**src/rtl/plru_repl_engine_pkg.sv**
```systemverilog
// Shared types and defaults for the tree-PLRU replacement engine.
package plru_repl_engine_pkg;

    localparam int DEF_N_WAY  = 16;
    localparam int DEF_N_SETS = 64;

    typedef enum logic [1:0] {
        TOUCH     = 2'd0,
        VICTIM    = 2'd1,
        CLEAR_SET = 2'd2,
        RSVD      = 2'd3
    } plru_op_e;

    typedef enum logic [1:0] {
        ST_INIT,
        ST_IDLE,
        ST_CALC,
        ST_RESP
    } plru_state_e;

    function automatic int PlruTreeWidth(input int n_way);
        return n_way - 1;
    endfunction

endpackage

```
**src/rtl/plru_repl_engine_if.sv**
```systemverilog
// Request/response bundle between the cache controller and the PLRU engine.
interface plru_repl_engine_if
    import plru_repl_engine_pkg::*;
#(
    parameter int N_WAY  = DEF_N_WAY,
    parameter int N_SETS = DEF_N_SETS
);
    logic                      req_valid;
    logic                      req_ready;
    plru_op_e                  req_op;
    logic [$clog2(N_SETS)-1:0] req_set;
    logic [$clog2(N_WAY)-1:0]  req_way;
    logic [N_WAY-1:0]          req_inv_mask;
    logic                      resp_valid;
    logic [$clog2(N_WAY)-1:0]  resp_way;
    logic                      resp_from_inv;
    logic                      init_done;

    modport master (
        output req_valid, req_op, req_set, req_way, req_inv_mask,
        input  req_ready, resp_valid, resp_way, resp_from_inv, init_done
    );

    modport slave (
        input  req_valid, req_op, req_set, req_way, req_inv_mask,
        output req_ready, resp_valid, resp_way, resp_from_inv, init_done
    );
endinterface

```
**src/rtl/plru_repl_engine_tree_logic.sv**
```systemverilog
// Combinational victim selection and path update over one set's PLRU tree bits.
module plru_tree_logic
    import plru_repl_engine_pkg::*;
#(
    parameter int  N_WAY           = DEF_N_WAY,
    parameter bit  TOUCH_ON_VICTIM = 1'b1,
    localparam int TW              = PlruTreeWidth(N_WAY),
    localparam int WAY_W           = $clog2(N_WAY)
) (
    input  logic [TW-1:0]    bits,
    input  plru_op_e         op,
    input  logic [WAY_W-1:0] way,
    input  logic [N_WAY-1:0] inv_mask,
    output logic [WAY_W-1:0] victim,
    output logic             from_inv,
    output logic [TW-1:0]    next_bits
);
    typedef logic [WAY_W-1:0] idx_t;

    idx_t tree_victim;
    idx_t inv_victim;
    idx_t target;

    // Walk away from the most recent half at each level; victim bits come out MSB first.
    always_comb begin : walk_tree
        idx_t n;
        logic d;
        n           = '0;
        d           = 1'b0;
        tree_victim = '0;
        for (int lvl = 0; lvl < WAY_W; lvl++) begin
            d                            = ~bits[n];
            tree_victim[WAY_W-1-lvl]     = d;
            n                            = (n << 1) + idx_t'(1) + idx_t'(d);
        end
    end

    always_comb begin : pick_invalid
        inv_victim = '0;
        for (int i = N_WAY - 1; i >= 0; i--) begin
            if (inv_mask[i]) inv_victim = idx_t'(i);
        end
    end

    assign from_inv = |inv_mask;
    assign victim   = from_inv ? inv_victim : tree_victim;
    assign target   = (op == VICTIM) ? victim : way;

    // Point every node on the target's path toward the target, leaving other nodes alone.
    always_comb begin : update_tree
        idx_t n;
        logic d;
        n         = '0;
        d         = 1'b0;
        next_bits = bits;
        if (op == CLEAR_SET) begin
            next_bits = '0;
        end else if (op == TOUCH || (op == VICTIM && TOUCH_ON_VICTIM)) begin
            for (int lvl = 0; lvl < WAY_W; lvl++) begin
                d            = target[WAY_W-1-lvl];
                next_bits[n] = d;
                n            = (n << 1) + idx_t'(1) + idx_t'(d);
            end
        end
    end

endmodule

```
**src/rtl/plru_repl_engine.sv**
```systemverilog
// Tree-PLRU replacement engine: per-set tree storage, init sweep and a
// single-outstanding-request FSM (accept -> calc -> resp).
module plru_repl_engine
    import plru_repl_engine_pkg::*;
#(
    parameter int N_WAY           = DEF_N_WAY,
    parameter int N_SETS          = DEF_N_SETS,
    parameter bit TOUCH_ON_VICTIM = 1'b1
) (
    input logic               clk,
    input logic               rst,
    plru_repl_engine_if.slave bus
);
    localparam int TW    = PlruTreeWidth(N_WAY);
    localparam int WAY_W = $clog2(N_WAY);
    localparam int SET_W = $clog2(N_SETS);

    if (N_WAY < 2 || N_WAY > 64 || (N_WAY & (N_WAY - 1)) != 0) begin : g_bad_n_way
        $fatal(1, "plru_repl_engine: N_WAY must be a power of 2 in 2..64");
    end
    if (N_SETS < 2 || (N_SETS & (N_SETS - 1)) != 0) begin : g_bad_n_sets
        $fatal(1, "plru_repl_engine: N_SETS must be a power of 2, at least 2");
    end

    plru_state_e      state, state_next;
    logic [TW-1:0]    tree_mem [N_SETS];
    logic [SET_W-1:0] init_cnt;
    logic [SET_W-1:0] set_q;
    plru_op_e         op_q;
    logic [WAY_W-1:0] way_q;
    logic [N_WAY-1:0] mask_q;
    logic [TW-1:0]    next_bits_q;
    logic [WAY_W-1:0] resp_way_q;
    logic             resp_from_inv_q;
    logic             init_done_q;
    logic             ready_c;
    logic             resp_c;
    logic             accept;
    logic [WAY_W-1:0] tl_victim;
    logic             tl_from_inv;
    logic [TW-1:0]    tl_next;

    always_ff @(posedge clk) begin
        if (rst) state <= ST_INIT;
        else     state <= state_next;
    end

    always_comb begin
        state_next = state;
        ready_c    = 1'b0;
        resp_c     = 1'b0;
        case (state)
            ST_INIT: if (init_cnt == SET_W'(N_SETS - 1)) state_next = ST_IDLE;
            ST_IDLE: begin
                ready_c = 1'b1;
                if (bus.req_valid) state_next = ST_CALC;
            end
            ST_CALC: state_next = ST_RESP;
            ST_RESP: begin
                resp_c     = 1'b1;
                state_next = ST_IDLE;
            end
            default: state_next = ST_INIT;
        endcase
    end

    assign accept = ready_c & bus.req_valid;

    plru_tree_logic #(
        .N_WAY           (N_WAY),
        .TOUCH_ON_VICTIM (TOUCH_ON_VICTIM)
    ) u_tree (
        .bits      (tree_mem[set_q]),
        .op        (op_q),
        .way       (way_q),
        .inv_mask  (mask_q),
        .victim    (tl_victim),
        .from_inv  (tl_from_inv),
        .next_bits (tl_next)
    );

    // Response fields are registered at the end of CALC so they hold after the pulse.
    always_ff @(posedge clk) begin
        if (rst) begin
            init_cnt        <= '0;
            init_done_q     <= 1'b0;
            set_q           <= '0;
            op_q            <= TOUCH;
            way_q           <= '0;
            mask_q          <= '0;
            next_bits_q     <= '0;
            resp_way_q      <= '0;
            resp_from_inv_q <= 1'b0;
        end else begin
            if (state == ST_INIT) init_cnt <= init_cnt + SET_W'(1);
            if (state == ST_INIT && state_next == ST_IDLE) init_done_q <= 1'b1;
            if (accept) begin
                op_q   <= bus.req_op;
                set_q  <= bus.req_set;
                way_q  <= bus.req_way;
                mask_q <= bus.req_inv_mask;
            end
            if (state == ST_CALC) begin
                next_bits_q     <= tl_next;
                resp_from_inv_q <= (op_q == VICTIM) && tl_from_inv;
                case (op_q)
                    VICTIM:  resp_way_q <= tl_victim;
                    TOUCH:   resp_way_q <= way_q;
                    default: resp_way_q <= '0;
                endcase
            end
        end
    end

    // A reset landing in RESP must not commit the aborted request.
    always_ff @(posedge clk) begin
        if (!rst) begin
            if (state == ST_INIT)      tree_mem[init_cnt] <= '0;
            else if (state == ST_RESP) tree_mem[set_q]    <= next_bits_q;
        end
    end

    assign bus.req_ready     = ready_c & ~rst;
    assign bus.resp_valid    = resp_c & ~rst;
    assign bus.resp_way      = resp_way_q;
    assign bus.resp_from_inv = resp_from_inv_q;
    assign bus.init_done     = init_done_q;

    a_no_early_accept: assert property (@(posedge clk) disable iff (rst)
        (bus.req_valid && bus.req_ready) |-> bus.init_done);
    a_resp_single_pulse: assert property (@(posedge clk) disable iff (rst)
        bus.resp_valid |=> !bus.resp_valid);

endmodule
```
**src/flat_wrapper.sv**
```systemverilog
// flat-port wrapper written by rule: the top's interface ports become plain ports
module plru_repl_engine_flat import plru_repl_engine_pkg::*;
#(
    parameter int N_WAY           = DEF_N_WAY,
    parameter int N_SETS          = DEF_N_SETS,
    parameter bit TOUCH_ON_VICTIM = 1'b1
)
  (clk, rst, bus_req_valid, bus_req_op, bus_req_set, bus_req_way, bus_req_inv_mask, bus_req_ready, bus_resp_valid, bus_resp_way, bus_resp_from_inv, bus_init_done);
  plru_repl_engine_if #(.N_WAY(N_WAY), .N_SETS(N_SETS)) bus_i ();
  input logic clk;
  input logic rst;
  input wire logic [$bits(bus_i.req_valid)-1:0] bus_req_valid;
  input wire logic [$bits(bus_i.req_op)-1:0] bus_req_op;
  input wire logic [$bits(bus_i.req_set)-1:0] bus_req_set;
  input wire logic [$bits(bus_i.req_way)-1:0] bus_req_way;
  input wire logic [$bits(bus_i.req_inv_mask)-1:0] bus_req_inv_mask;
  output wire logic [$bits(bus_i.req_ready)-1:0] bus_req_ready;
  output wire logic [$bits(bus_i.resp_valid)-1:0] bus_resp_valid;
  output wire logic [$bits(bus_i.resp_way)-1:0] bus_resp_way;
  output wire logic [$bits(bus_i.resp_from_inv)-1:0] bus_resp_from_inv;
  output wire logic [$bits(bus_i.init_done)-1:0] bus_init_done;
  assign bus_i.req_valid = bus_req_valid;
  assign bus_i.req_op = bus_req_op;
  assign bus_i.req_set = bus_req_set;
  assign bus_i.req_way = bus_req_way;
  assign bus_i.req_inv_mask = bus_req_inv_mask;
  assign bus_req_ready = bus_i.req_ready;
  assign bus_resp_valid = bus_i.resp_valid;
  assign bus_resp_way = bus_i.resp_way;
  assign bus_resp_from_inv = bus_i.resp_from_inv;
  assign bus_init_done = bus_i.init_done;
  plru_repl_engine #(.N_WAY(N_WAY), .N_SETS(N_SETS), .TOUCH_ON_VICTIM(TOUCH_ON_VICTIM)) u_core (.clk(clk), .rst(rst), .bus(bus_i));
endmodule
```
**config.mk**
```make
export PLATFORM = sky130hd
export DESIGN_NAME = plru_repl_engine_flat
export DESIGN_NICKNAME = d
export VERILOG_FILES = /design/src/rtl/plru_repl_engine_pkg.sv /design/src/rtl/plru_repl_engine_if.sv /design/src/rtl/plru_repl_engine_tree_logic.sv /design/src/rtl/plru_repl_engine.sv /design/src/flat_wrapper.sv
export SDC_FILE = /design/constraint.sdc
export NUM_CORES = 1
export LEC_CHECK = 0
export ABC_CLOCK_PERIOD_IN_PS = 10400
export BUFFER_PORTS_ARGS = -buffer_cell sky130_fd_sc_hd__buf_2
export CAP_MARGIN = 20
export CELL_PAD_IN_SITES_DETAIL_PLACEMENT = 1
export CELL_PAD_IN_SITES_GLOBAL_PLACEMENT = 2
export CORE_ASPECT_RATIO = 1.1
export CORE_MARGIN = 3
export CORE_UTILIZATION = 43
export DETAILED_ROUTE_END_ITERATION = 8
export PLACE_DENSITY = 0.77
export REMOVE_ABC_BUFFERS = 1
export SKIP_LAST_GASP = 1
export SYNTH_ARGS = -nofsm -noshare
export SYNTH_HDL_FRONTEND = slang
export SYNTH_SLANG_ARGS = --single-unit
```
**constraint.sdc**
```tcl
create_clock -name clk -period 10.4 [get_ports clk]
set_clock_uncertainty 0.05 [all_clocks]
set_input_delay 1.56 -clock clk [delete_from_list [all_inputs] [get_ports clk]]
set_output_delay 1.56 -clock clk [all_outputs]
set_load 0.05 [all_outputs]
```
## Yosys cells after proc, flatten, opt, wreduce, memory -nomap -nowiden

Memory sizes are Yosys's and may differ from the RTL's. A register that Yosys moved wholly into a read port is not among the register bits.
Cells that the tools add are included.
Widths: inputs -> output; s select.

- Memories kept: 1
- Output and inout bits: 8
- RAM bits: 960
- Input port bits: 31
- Flip-flop bits (word level): 57
- Word-level logic and storage cells: 108

- Reductions and logical operators: 10
- Mux-type cells: 52
- $add $sub $neg: 11
- $lt $le $gt $ge: 9
- Equal/unequal tests: 7
- Bitwise operators: 8

Memory list:

| memory | depth | bits a word | rd ports | clocked after Yosys merged registers in | wr ports | RTL line | RTL |
|---|---|---|---|---|---|---|---|
| u_core.tree_mem | 64 | 15 | 1 | 1 | 1 | plru_repl_engine.sv:26 | `logic [TW-1:0] tree_mem [N_SETS];` |

Operator list:

| cell | number |
|---|---|
| $mux 4 | 18 |
| $bwmux 15 | 3 |
| $mux 15 | 3 |
| $lt 4x5->1 const B | 4 |
| $mux 6 | 3 |
| $add 4x1->4 | 4 |
| $reduce_or 16->1 | 1 |
| $mux 1 | 15 |
| $reduce_or 15->1 | 1 |
| $bmux 1 s4 | 3 |
| $demux 1 s4 | 3 |
| $lt 2x5->1 const B | 2 |
| $add 3x1->4 const B | 2 |
| $add 4x1->4 const B | 2 |
| $ge 4x1->1 const B | 2 |
| $pmux 2 s4 | 1 |
| $pmux 4 s2 | 1 |
| $add 6x1->6 const B | 1 |
| $eq 2x1->1 const B | 3 |
| $eq 2x2->1 const B | 3 |
| $eq 6x6->1 const B | 1 |
| $logic_and 1x1->1 | 5 |
| $not 1->1 | 5 |
| $add 1x1->2 const A | 2 |
| other kinds (5) | 9 |

## Depth between registers and ports, before layout

Gate-level depths: netlist (run 1).

- Word-level depth: 30
- Mapped depth: 31
- Gate-level depth less buffers: 24

## By module

A second synthesis (run 1) with hierarchy kept.

- Cell total of the unflattened synthesis: 2264
- Area, all modules: 40621.5 µm²

Modules (own cells, without submodules):

| module | times used | seq. area each (µm²) | area an instance (µm²) | cells each |
|---|---|---|---|---|
| plru_repl_engine | 1 | 30088.9 | 39451.6 | 2093 |
| plru_tree_logic | 1 | 0.0 | 1169.9 | 171 |

## Least setup slack after synthesis (run 1)

Ideal clock, no wire load.

- Path kind: register to register
- From: reg with a tool-made name
- To: reg u_core.next_bits_q[5]
- Data arrival time: 5.782 ns
- Setup slack: 4.511 ns
- Buffers on the path: 5
- Clock period less this slack: 5.889 ns
- Data required time: 10.293 ns
- Cell stages (with the launch flop): 30
- Setup time: 0.057 ns
- Path through: dfxtp_1 > buf_6 > buf_6 > mux4_1 > mux2i_1 > a221oi_1 > nand2_1 > nand2_1 > mux2i_2 > inv_1 > ha_1 > clkbuf_1 > inv_1 > nand4_1 > o311ai_0 > a21o_1 > buf_6 > mux2i_4 > ha_1 > xor2_1 > nor2_1 > a21oi_1 > a31oi_1 > nor2_1 > o22ai_1 > or4b_1 > and3_4 > buf_6 > mux2i_1 > a21o_1

RTL lines:

| what | RTL line | RTL |
|---|---|---|
| to (signal assigned) | plru_repl_engine.sv:104 | `next_bits_q <= tl_next;` |
| to (decl) | plru_repl_engine.sv:32 | `logic [TW-1:0] next_bits_q;` |

==> reports/metrics.cfg, run 1 <==
[synthesis]
syn_area_mm2 = 0.0409
ys.flop_type = edfxtp_1
synth_edf_count = 960
ys_types = 76
netlist.area_leader.share = 0.706
netlist_top_cells_area = edfxtp_1 71%, mux4_2 14%, dfxtp_1 3.1%
yosys.area.top_type = edfxtp_1
yosysSeqAreaShare = 0.736
async_flop_share = 0
ys_seq_elements = 1023
synth_warnings = 0
netlist_instances = 2051
syn_area_per_cell_um2 = 19.9

[placement]
place_worst_setup_slack_ps = 2360
dp_hpwl_um = 64700
io_buffers = 38
place.gp.congestion = 0.877

[sta]
min_period_ps = 8260
slew_violations = 0
fin_crit_sh = 0.795
grt_setup_unrepaired = no
worst_slew_pin_slew_ps = 1110
slew-limit-headroom = 0.256
holdWs_ps = 414
fin_ws_ps = 2140
hold_viol = 0
max_freq_ghz = 0.121
setup_viol = 0

[floorplan]
initial_core_util = 0.437
pin_count = 39
dieArea_mm2 = 0.0988
core-area_mm2 = 0.0934
fp.dieH_um = 329
rows = 117
fp.dieW_um = 300

[pwr]
cellLeakagePower_nw = 16.0
ir_drop_mv = 0.124
power_density_mw_per_mm2 = 176
power_mw = 8.12

[routing]
route.detailed.drc = 0
wl_um = 108000
num_vias = 21189
ant_nets = 0
via_per_inst = 6.02
drtIter0Drc = 2148
first_pass_iters = 5
routedWlPerCell_um = 30.6

[clocking]
clk_path_buf_depth = 3
clock_latency_ps = 680
cts_inserted_buffers = 99
cts_tree = done
clock_sinks = 1023
htreeDepth = 3
cts.clk_slew.worst_paths_ps = 60
root_buffer = clkbuf_16
ctsResizeCount = 0
post-cts-setup-buffer-count = 0
postCtsHoldBufs = 0

[layout]
drive_gt1_frac = 0.255
final_common_cell = edfxtp_1
final_cell_mix = 960 x edfxtp_1, 253 x mux4_2, 142 x nand2_1
syn_to_final_growth_pct = 12.6
fillers = 8531
layout.nets = 2225

[setup_path]
worstSetupPathType = register to register
cp-start-kind = register
cpLargestDelayFamily = simple AND/OR/NAND/NOR gates
cp_slowest_cell = dfxtp_4
crit_path_frequent_cell = nand2_1
cp-end-kind = register
worstPathMaxFanout = 48
worstPathArrival_ps = 8760
path_cells = buf_4, mux4_2, mux2i_1, a221oi_1, nand2_1, nand2_1, mux2i_2, inv_1, ha_1, inv_1, o311ai_0, a21o_1, mux2i_4, ha_1, xor2_1, nor2_1, nand4_1, mux2i_1, nor4_1, a221oi_1, o221ai_1, and3_4, nand2_1, a32o_1
cp.buffers_inverters = 3
cp_slowest_stage_delay_ps = 850
cp.required_ps = 10900

[grt]
grt.overflow.total = 0
antenna_found_initial = 8
grt_max_degree = 90
grt_pass1_vias = 21986
grt_pass1_wl_um = 157000
grt_util_all_layers = 0.220

[hold_path]
hp-class = register to register

[run]
cap_violations = 0

[run_status]
status = finished clean

cell type report:
type	instances	area, um^2	share of cell area
Sequential cell	1023	30100	0.654
Multi-Input combinational cell	898	9970	0.217
Clock buffer	118	2610	0.0568
Tap cell	1249	1560	0.0340
Timing Repair Buffer	142	1120	0.0243
Clock inverter	64	553	0.0120
Inverter	21	78.8	0.00171
Antenna cell	3	7.51	0.000163
final timing paths:
check / endpoint / slack [ps] / from / cells after the start
worst min register to register: u_core.next_bits_q[2]$_SDFFE_PP0P_ / 410 / u_core.next_bits_q[2]$_SDFFE_PP0P_ / 2
worst max-delay path: u_core.next_bits_q[3]$_SDFFE_PP0P_ / 2140 / register / 24
worst max register to register: u_core.next_bits_q[3]$_SDFFE_PP0P_ / 2140 / register / 24
worst min-delay path: u_core.next_bits_q[2]$_SDFFE_PP0P_ / 410 / u_core.next_bits_q[2]$_SDFFE_PP0P_ / 2
layer usage:
layer | wire (um) | up-vias | global-route usage
met5 | 13 | - | 0
met4 | 3740 | 2 | 0.0813
met3 | 7850 | 164 | 0.0353
met2 | 52800 | 843 | 0.362
met1 | 43100 | 11463 | 0.298
li1 | - | 8717 | -
through the flow:
stage / setup TNS [ps] / cell area, um^2 / std cells / utilization
final: 0 / 46000 / 3518 / 0.493
after global routing: 0 / 46000 / 3515 / 0.492
after CTS: 0 / 45800 / 3505 / 0.490
after detailed placement: 0 / 42600 / 3323 / 0.456
after global placement: 0 / 42600 / 3323 / 0.456
after floorplan: -62780 / 40100 / 1942 / -
state kept, by name (all words and copies together) (netlist names), 4 cells and up, named ones only:
register             flops
u_core.tree_mem        960
u_core.mask_q           16
u_core.next_bits_q      15
u_core.bus.resp_way      4
u_core.init_cnt          6
u_core.set_q             6
u_core.way_q             4
worst min-delay path, delay by kind of cell, from the launching register on:
family,cells,cell delay (ps)
flops,1,310
simple gates,2,100
Yosys cell counts, types with 6 or more instances:
library cell,number
a31oi_1,7
a211oi_1,7
buf_6,22
o21ai_0,19
o22ai_1,6
dfxtp_1,63
ha_1,9
and2_1,18
nand2b_1,12
nor3_1,11
clkbuf_1,33
a221oi_1,6
buf_2,35
nor2b_1,8
a22oi_1,10
edfxtp_1,960
mux2i_1,44
a21oi_1,61
mux4_2,253
inv_1,15
nand4_1,12
mux4_1,23
nand2_1,142
or3_1,6
a32oi_1,7
nand3_1,20
nor2_1,108
nor4_1,6
o31ai_1,11
cell families after synthesis:
group                      after synthesis  synth area share
DFF                                   1023             0.736
AOI/OAI and AO/OA                      193            0.0322
and+or+nand+nor                        364            0.0403
adders and majority gates                9           0.00276
buffers and inverters                  130            0.0201
muxes                                  325             0.167
xor gates and xnor gates                 7           0.00150
power by group:
part	internal (mW)	switching [mW]	leakage, nW
sequential	4.45	0.00538	10.9
combinational	0.0481	0.0918	3.60
clock	1.99	1.54	1.52
total	6.49	1.63	16.0
Power figures use the tool's default switching activity.
==> run 2: changes to the inputs <==
- ABC_AREA: default -> 1
- ABC_CLOCK_PERIOD_IN_PS: 10400 -> 6800
- CORE_UTILIZATION: 43 -> 40
- PLACE_DENSITY: 0.77 -> 0.83
- clock period: 10.4 -> 6.8 ns (I/O delays scaled with it)
==> run 2 against run 1 <==
Routed wire length is 17% higher. Maximum frequency is 59% higher. Critical path type unchanged. Die area is 9.8% higher. Power is 57% higher. Via count is 35% higher. Cell area is 2.3% higher. Critical endpoint unchanged. Clock power is 62% higher. First-iteration DRC count is 21% higher. Synthesized cell count is 73% higher. Non-clock buffer count is 10 higher.
==> reports/metrics.cfg, run 2 <==
[synthesis]
synth_warnings = 0  ; unchanged
ys_types = 39  ; -49%
ys.flop_type = edfxtp_1
synth_common_cells = 960 x edfxtp_1, 712 x nand2_1, 415 x nand3_1, 395 x nor2_1, 320 x o21ai_0
synth_edf_count = 960  ; unchanged
netlist.area_leader.share = 0.690  ; -0.0158
netlist_top_cells_area = edfxtp_1 69%, nand2_1 6.4%, nand3_1 5.0%
syn_area_mm2 = 0.0418  ; +2.3%
yosysSeqAreaShare = 0.720  ; -0.0165
synth.most_common_cell = edfxtp_1
ys_seq_elements = 1023  ; unchanged
syn_area_per_cell_um2 = 11.8  ; -41%
yosys.area.top_type = edfxtp_1
netlist_instances = 3550  ; +73%
async_flop_share = 0  ; unchanged

[floorplan]
fp.dieH_um = 345  ; +4.8%
pin_count = 39  ; unchanged
core-area_mm2 = 0.103  ; +10%
dieArea_mm2 = 0.108  ; +9.8%
initial_core_util = 0.406  ; -0.0315
fp.dieW_um = 314  ; +4.8%
rows = 123  ; +5.1%

[sta]
fin_ws_ps = 1590  ; -547 ps
max_freq_ghz = 0.192  ; +59%
finalSetupTns_ps = 0  ; unchanged
slew-limit-headroom = 0.249  ; -0.00665
min_period_ps = 5210  ; -3050 ps
slew_violations = 0  ; unchanged
holdWs_ps = 402  ; -12.3 ps
setup_viol = 0  ; unchanged
fin_crit_sh = 0.766  ; -0.0282
grt_setup_unrepaired = no
worst_slew_pin_slew_ps = 1130  ; +14.1 ps
hold_viol = 0  ; unchanged

[routing]
num_vias = 28545  ; +35%
first_pass_iters = 8  ; +3
route.detailed.drc = 0  ; unchanged
routedWlPerCell_um = 25.0  ; -18%
wl_um = 126000  ; +17%
drtIter0Drc = 2600  ; +21%
via_per_inst = 5.66  ; -6.1%
ant_nets = 0  ; unchanged

[setup_path]
cp.required_ps = 7310  ; -3590 ps
worstPathArrival_ps = 5720  ; -3040 ps
cp_slowest_stage_delay_ps = 520  ; -330 ps
timing.rr.end = u_core.next_bits_q[3]$_SDFFE_PP0P_
r2r_slack_ps = 1590  ; -550 ps
cp.buffers_inverters = 3  ; unchanged
worstPathMaxFanout = 187  ; +290%
cp-start-kind = register
worstSetupPathType = register to register
cp_slowest_cell = inv_16
r2r_cells = 30  ; +25%
crit_path_frequent_cell = nand2_1
cp-end-kind = register
cpLargestDelayFamily = simple AND/OR/NAND/NOR gates

[pwr]
cellLeakagePower_nw = 16.4  ; +2.8%
power_density_mw_per_mm2 = 270  ; +53%
ir_drop_mv = 0.208  ; +67%

[layout]
syn_to_final_growth_pct = 12.6  ; about the same
fin_area_mm2 = 0.0470  ; +2.3%
final_cell_mix = 960 x edfxtp_1, 712 x nand2_1, 415 x nand3_1
layout.nets = 3626  ; +63%
largest_reg_flops = 960  ; unchanged
reg_top3 = u_core.tree_mem x960, u_core.mask_q x16, u_core.next_bits_q x15
instances_no_fill = 5046  ; +43%
final_common_cell = edfxtp_1
top_register = u_core.tree_mem
drive_gt1_frac = 0.0929  ; -0.162
n_antenna_cell = 0  ; -3
fillers = 10761  ; +26%

[hold_path]
hp-class = register to register
min_from = u_core.bus.resp_from_inv$_SDFFE_PP0P_
whs_path_depth = 2  ; unchanged
hold_end = u_core.bus.resp_from_inv$_SDFFE_PP0P_

[clocking]
post-cts-setup-buffer-count = 0  ; unchanged
cts_tree = done
clk_path_buf_depth = 3  ; unchanged
postCtsHoldBufs = 0  ; unchanged
clock_latency_ps = 680  ; about the same
cts_inserted_buffers = 103  ; +4.0%
clock_sinks = 1023  ; unchanged
root_buffer = clkbuf_16
htreeDepth = 3  ; unchanged
ctsResizeCount = 0  ; unchanged
cts.clk_slew.worst_paths_ps = 60  ; about the same

[run]
cap_violations = 0  ; unchanged

[grt]
grt_max_degree = 188  ; +110%
grt_pass1_wl_um = 189000  ; +20%
antenna_found_initial = 1  ; -7
grt_pass1_vias = 29865  ; +36%
grt.overflow.total = 0  ; unchanged
grt_util_all_layers = 0.229  ; +0.00905

[placement]
placed_cells = 4856  ; +46%
dp_hpwl_um = 71100  ; +9.8%
placed_cell_area_mm2 = 0.0437  ; +2.5%
io_buffers = 38  ; unchanged
place_worst_setup_slack_ps = 1700  ; -666 ps
place.gp.congestion = 0.823  ; -6.1%

[run_status]
status = finished clean

==> run 2: changes by cell type after synthesis, moves of 40 or more <==
cell / change
nor2_1: +287
mux4_2: -253
nand2_1: +570
inv_1: +79
o21ai_0: +301
clkbuf_1: +52
nand3_1: +395
mux2i_1: -44
buf_2: +40
o22ai_1: +120
==> run 2: worst max path at each step <==
stage	start	end	slack [ps]	cells past startpoint
floorplan	register	u_core.next_bits_q[3]$_SDFFE_PP0P_	-10640	30
global placement	register	u_core.next_bits_q[3]$_SDFFE_PP0P_	1820	31
detailed placement	register	u_core.next_bits_q[1]$_SDFFE_PP0P_	1700	32
CTS	register	u_core.next_bits_q[5]$_SDFFE_PP0P_	1630	32
global route	register	u_core.next_bits_q[1]$_SDFFE_PP0P_	1090	30
finish	register	u_core.next_bits_q[3]$_SDFFE_PP0P_	1590	30
==> run 2: layout make-up <==
cell class                      instances  area, um^2  area share
Timing Repair Buffer                  152        1170      0.0249
Inverter                               99         398     0.00846
Multi-Input combinational cell       2207       10300       0.219
Tap cell                             1375        1720      0.0366
Clock inverter                         63         604      0.0128
Sequential cell                      1023       30100       0.640
Clock buffer                          127        2760      0.0587
==> run 2: layer usage <==
layer  vias up  wire (um)  global-route usage
li1      12824          -                   -
met1     14688      52600               0.302
met2       841      62600               0.388
met3       192       6260              0.0258
met4         0       4420              0.0848
met5         -          0                   0
==> run 2: kinds of logic (layout without fill, tap and decap cells) <==
family	after synthesis	count (layout)	synth area share
AO/OA/AOI/OAI	634	634	0.0845
adder cells (fa/ha/maj)	9	9	0.00269
flip-flops	1023	1023	0.720
buffers and inverters	320	441	0.0374
XOR/XNOR	1	1	0.000210
AND/OR/NAND/NOR	1563	1563	0.155
==> run 2: worst register-to-register path: cells and delay by family (launching register included) <==
| kind | cells | cell delay, ps |
|---|---|---|
| simple gates | 24 | 2580 |
| buf+inv | 3 | 1110 |
| fa+ha+maj | 2 | 720 |
| flops | 1 | 480 |
| compound gates | 1 | 160 |
==> run 2: per-stage QoR <==
stage | total power, mW | utilization
after detailed placement | 7.14 | 0.424
after floorplan | 7.06 | -
after global routing | 13.1 | 0.457
after CTS | 12.8 | 0.457
final | 12.7 | 0.457
after global placement | 7.14 | 0.424
==> run 2: power breakdown <==
part / total, mW / switching [mW] / internal (mW) / leakage, nW
combinational: 0.202 / 0.146 / 0.0562 / 5.38
clock: 5.71 / 2.45 / 3.26 / 1.65
sequential: 6.81 / 0.00604 / 6.80 / 9.42
total: 12.7 / 2.60 / 10.1 / 16.4
==> run 3: changes to the inputs <==
- ABC_AREA: 1 -> 0
- ABC_CLOCK_PERIOD_IN_PS: 6800 -> 4560
- CORE_UTILIZATION: 40 -> 43
- PLACE_DENSITY: 0.83 -> 0.79
- clock period: 6.8 -> 4.56 ns (I/O delays scaled with it)
==> run 3 against run 2 <==
The run now ends with negative setup slack left. Non-clock buffer count is 173 higher. Critical path depth is 4 lower. Power is 48% higher. Final cell count is 27% lower. Combinational power is 140% higher. Maximum frequency is 4.8% lower. Register-to-register slack worse by 2500 ps. First-iteration DRC count is 1.4% lower. Die area is 8.9% lower. Worst setup slack worse by 2500 ps. Utilization is 6.2 points higher. Critical endpoint is now u_core.next_bits_q[7]$_SDFFE_PP0P_. Largest cell class unchanged. Largest power group unchanged. Highest routed layer is now met5.
==> reports/metrics.cfg, run 3 (same netlist as run 1, synthesis figures left out) <==
[run_status]
status = finished with violations
violations = negative setup slack

[grt]
grt_pass1_wl_um = 166000  ; -12%
antenna_found_initial = 4  ; +3
grt_util_all_layers = 0.232  ; +0.00344
grt_max_degree = 65  ; -65%
grt_pass1_vias = 23536  ; -21%
grt.overflow.total = 0  ; unchanged

[clocking]
clock_latency_ps = 680  ; about the same
cts_tree = done
postCtsHoldBufs = 0  ; unchanged
clock_sinks = 1023  ; unchanged
cts.clk_slew.worst_paths_ps = 60  ; about the same
root_buffer = clkbuf_16
cts_inserted_buffers = 100  ; -2.9%
htreeDepth = 3  ; unchanged
clk_path_buf_depth = 3  ; unchanged

[layout]
final_cell_mix = 960 x edfxtp_1, 257 x mux4_2, 230 x buf_4
largest_reg_flops = 960  ; unchanged
drive_gt1_frac = 0.336  ; +0.243
fin_area_mm2 = 0.0485  ; +3.0%
layout.nets = 2409  ; -34%
instances_no_fill = 3699  ; -27%
n_antenna_cell = 0  ; unchanged
final_common_cell = edfxtp_1
top_register = u_core.tree_mem
reg_top3 = u_core.tree_mem x960, u_core.mask_q x16, u_core.next_bits_q x15
syn_to_final_growth_pct = 18.6

[sta]
setup_viol = 14  ; +14
min_period_ps = 5470  ; +260 ps
grt_setup_unrepaired = yes
max_freq_ghz = 0.183  ; -4.8%
finalSetupTns_ps = -10350  ; -10,350 ps
slew_violations = 0  ; unchanged
fin_crit_sh = 1.20  ; +0.434
fin_ws_ps = -912  ; -2500 ps
worst_slew_pin_slew_ps = 1020  ; -110 ps
hold_viol = 0  ; unchanged
slew-limit-headroom = 0.323  ; +0.0736

[placement]
place.gp.congestion = 0.864  ; +5.0%
dp_hpwl_um = 70100  ; -1.4%
placed_cell_area_mm2 = 0.0438  ; +0.32%
place_worst_setup_slack_ps = -1620  ; -3320 ps
io_buffers = 38  ; unchanged
placed_cells = 3458  ; -29%

[routing]
routedWlPerCell_um = 31.1  ; +25%
route.detailed.drc = 0  ; unchanged
ant_nets = 0  ; unchanged
via_per_inst = 6.03  ; +6.6%
drtIter0Drc = 2563  ; -1.4%
wl_um = 115000  ; -8.5%
first_pass_iters = 8  ; unchanged
num_vias = 22307  ; -22%

[pwr]
power_mw = 18.9  ; +48%
cellLeakagePower_nw = 17.2  ; +4.7%
ir_drop_mv = 0.285  ; +37%
power_density_mw_per_mm2 = 389  ; +44%

[floorplan]
dieArea_mm2 = 0.0988  ; -8.9%
initial_core_util = 0.437  ; +0.0315
pin_count = 39  ; unchanged
fp.dieW_um = 300  ; -4.5%
rows = 117  ; -4.9%
fp.dieH_um = 329  ; -4.6%
core-area_mm2 = 0.0934  ; -9.3%

[setup_path]
worstPathMaxFanout = 7  ; -96%
cp_slowest_cell = or4b_4
worstPathArrival_ps = 6010  ; +290 ps
cp.buffers_inverters = 5  ; +2
crit_path_frequent_cell = buf_6
worstSetupPathType = register to register
cp.required_ps = 5100  ; -2210 ps
cpLargestDelayFamily = simple AND/OR/NAND/NOR gates
cp-end-kind = register
cp-start-kind = register
cp_slowest_stage_delay_ps = 540  ; +20 ps

[hold_path]
hp-class = input pin to register
min_from = bus_req_inv_mask[14]

[run]
cap_violations = 0  ; unchanged

## run 3: cell count changes in the layout (fill, tap and decap cells not counted), moves of 19 or more
cell | previous run | this run
buf_4 | 104 | 230
nand2_1 | 712 | 141
o21ai_0 | 320 | 14
mux4_2 | 0 | 257
inv_1 | 92 | 12
a21oi_1 | 95 | 58
o21ai_1 | 36 | 4
mux4_1 | 0 | 19
mux2i_1 | 0 | 37
buf_12 | 10 | 29
nand3_1 | 415 | 16
o22ai_1 | 126 | 4
nor2_1 | 380 | 105
## run 3: area by class of cell
cell class	count	area, um^2
sequential	1023	30100
multi-input combinational	898	10500
fill	8436	44900
timing repair buffer	325	3010
clock inverter	58	558
inverter	21	83.8
tap	1249	1560
clock buffer	125	2690
## run 3: tightest hold or removal path: stages
cell and delay [ps]:
buf_2 100, nand2_1 50, a21oi_1 50
## run 3: final timing paths
check	to	depth (start not counted)	slack, ps
hold reg to reg	u_core.next_bits_q[2]$_SDFFE_PP0P_	2	390
hold / removal	u_core.mask_q[14]$_SDFFE_PP0P_	3	200
setup / recovery	u_core.next_bits_q[7]$_SDFFE_PP0P_	26	-910
setup reg to reg	u_core.next_bits_q[7]$_SDFFE_PP0P_	26	-910
## run 3: metrics by stage
step                      hold WS [ps]  utilization
after floorplan                    365            -
after global placement             378        0.469
after detailed placement           387        0.469
after CTS                          161        0.512
after global routing               191        0.519
final                              202        0.519
## run 3: power breakdown
| part | total (mW) | switching (mW) | internal, mW |
|---|---|---|---|
| registers | 10.2 | 0.0128 | 10.1 |
| logic | 0.487 | 0.276 | 0.210 |
| clock network | 8.21 | 3.52 | 4.69 |
| total | 18.9 | 3.81 | 15.0 |
## run 3: routing by layer
metal | track usage | up-vias | routed length, um
met4 | 0.105 | 2 | 5710
met2 | 0.387 | 1023 | 57100
met5 | 0 | - | 13
met3 | 0.0376 | 243 | 7850
met1 | 0.302 | 11937 | 44500
li1 | - | 9102 | -
## run 3: timing repair
item | 4_1_cts | 5_1_grt
setup buffers | 31 | 22
setup endpoints to repair | 16 | 16
pin swaps | 30 | 16
cloned | 4 | 3
resized for setup | 94 | 57
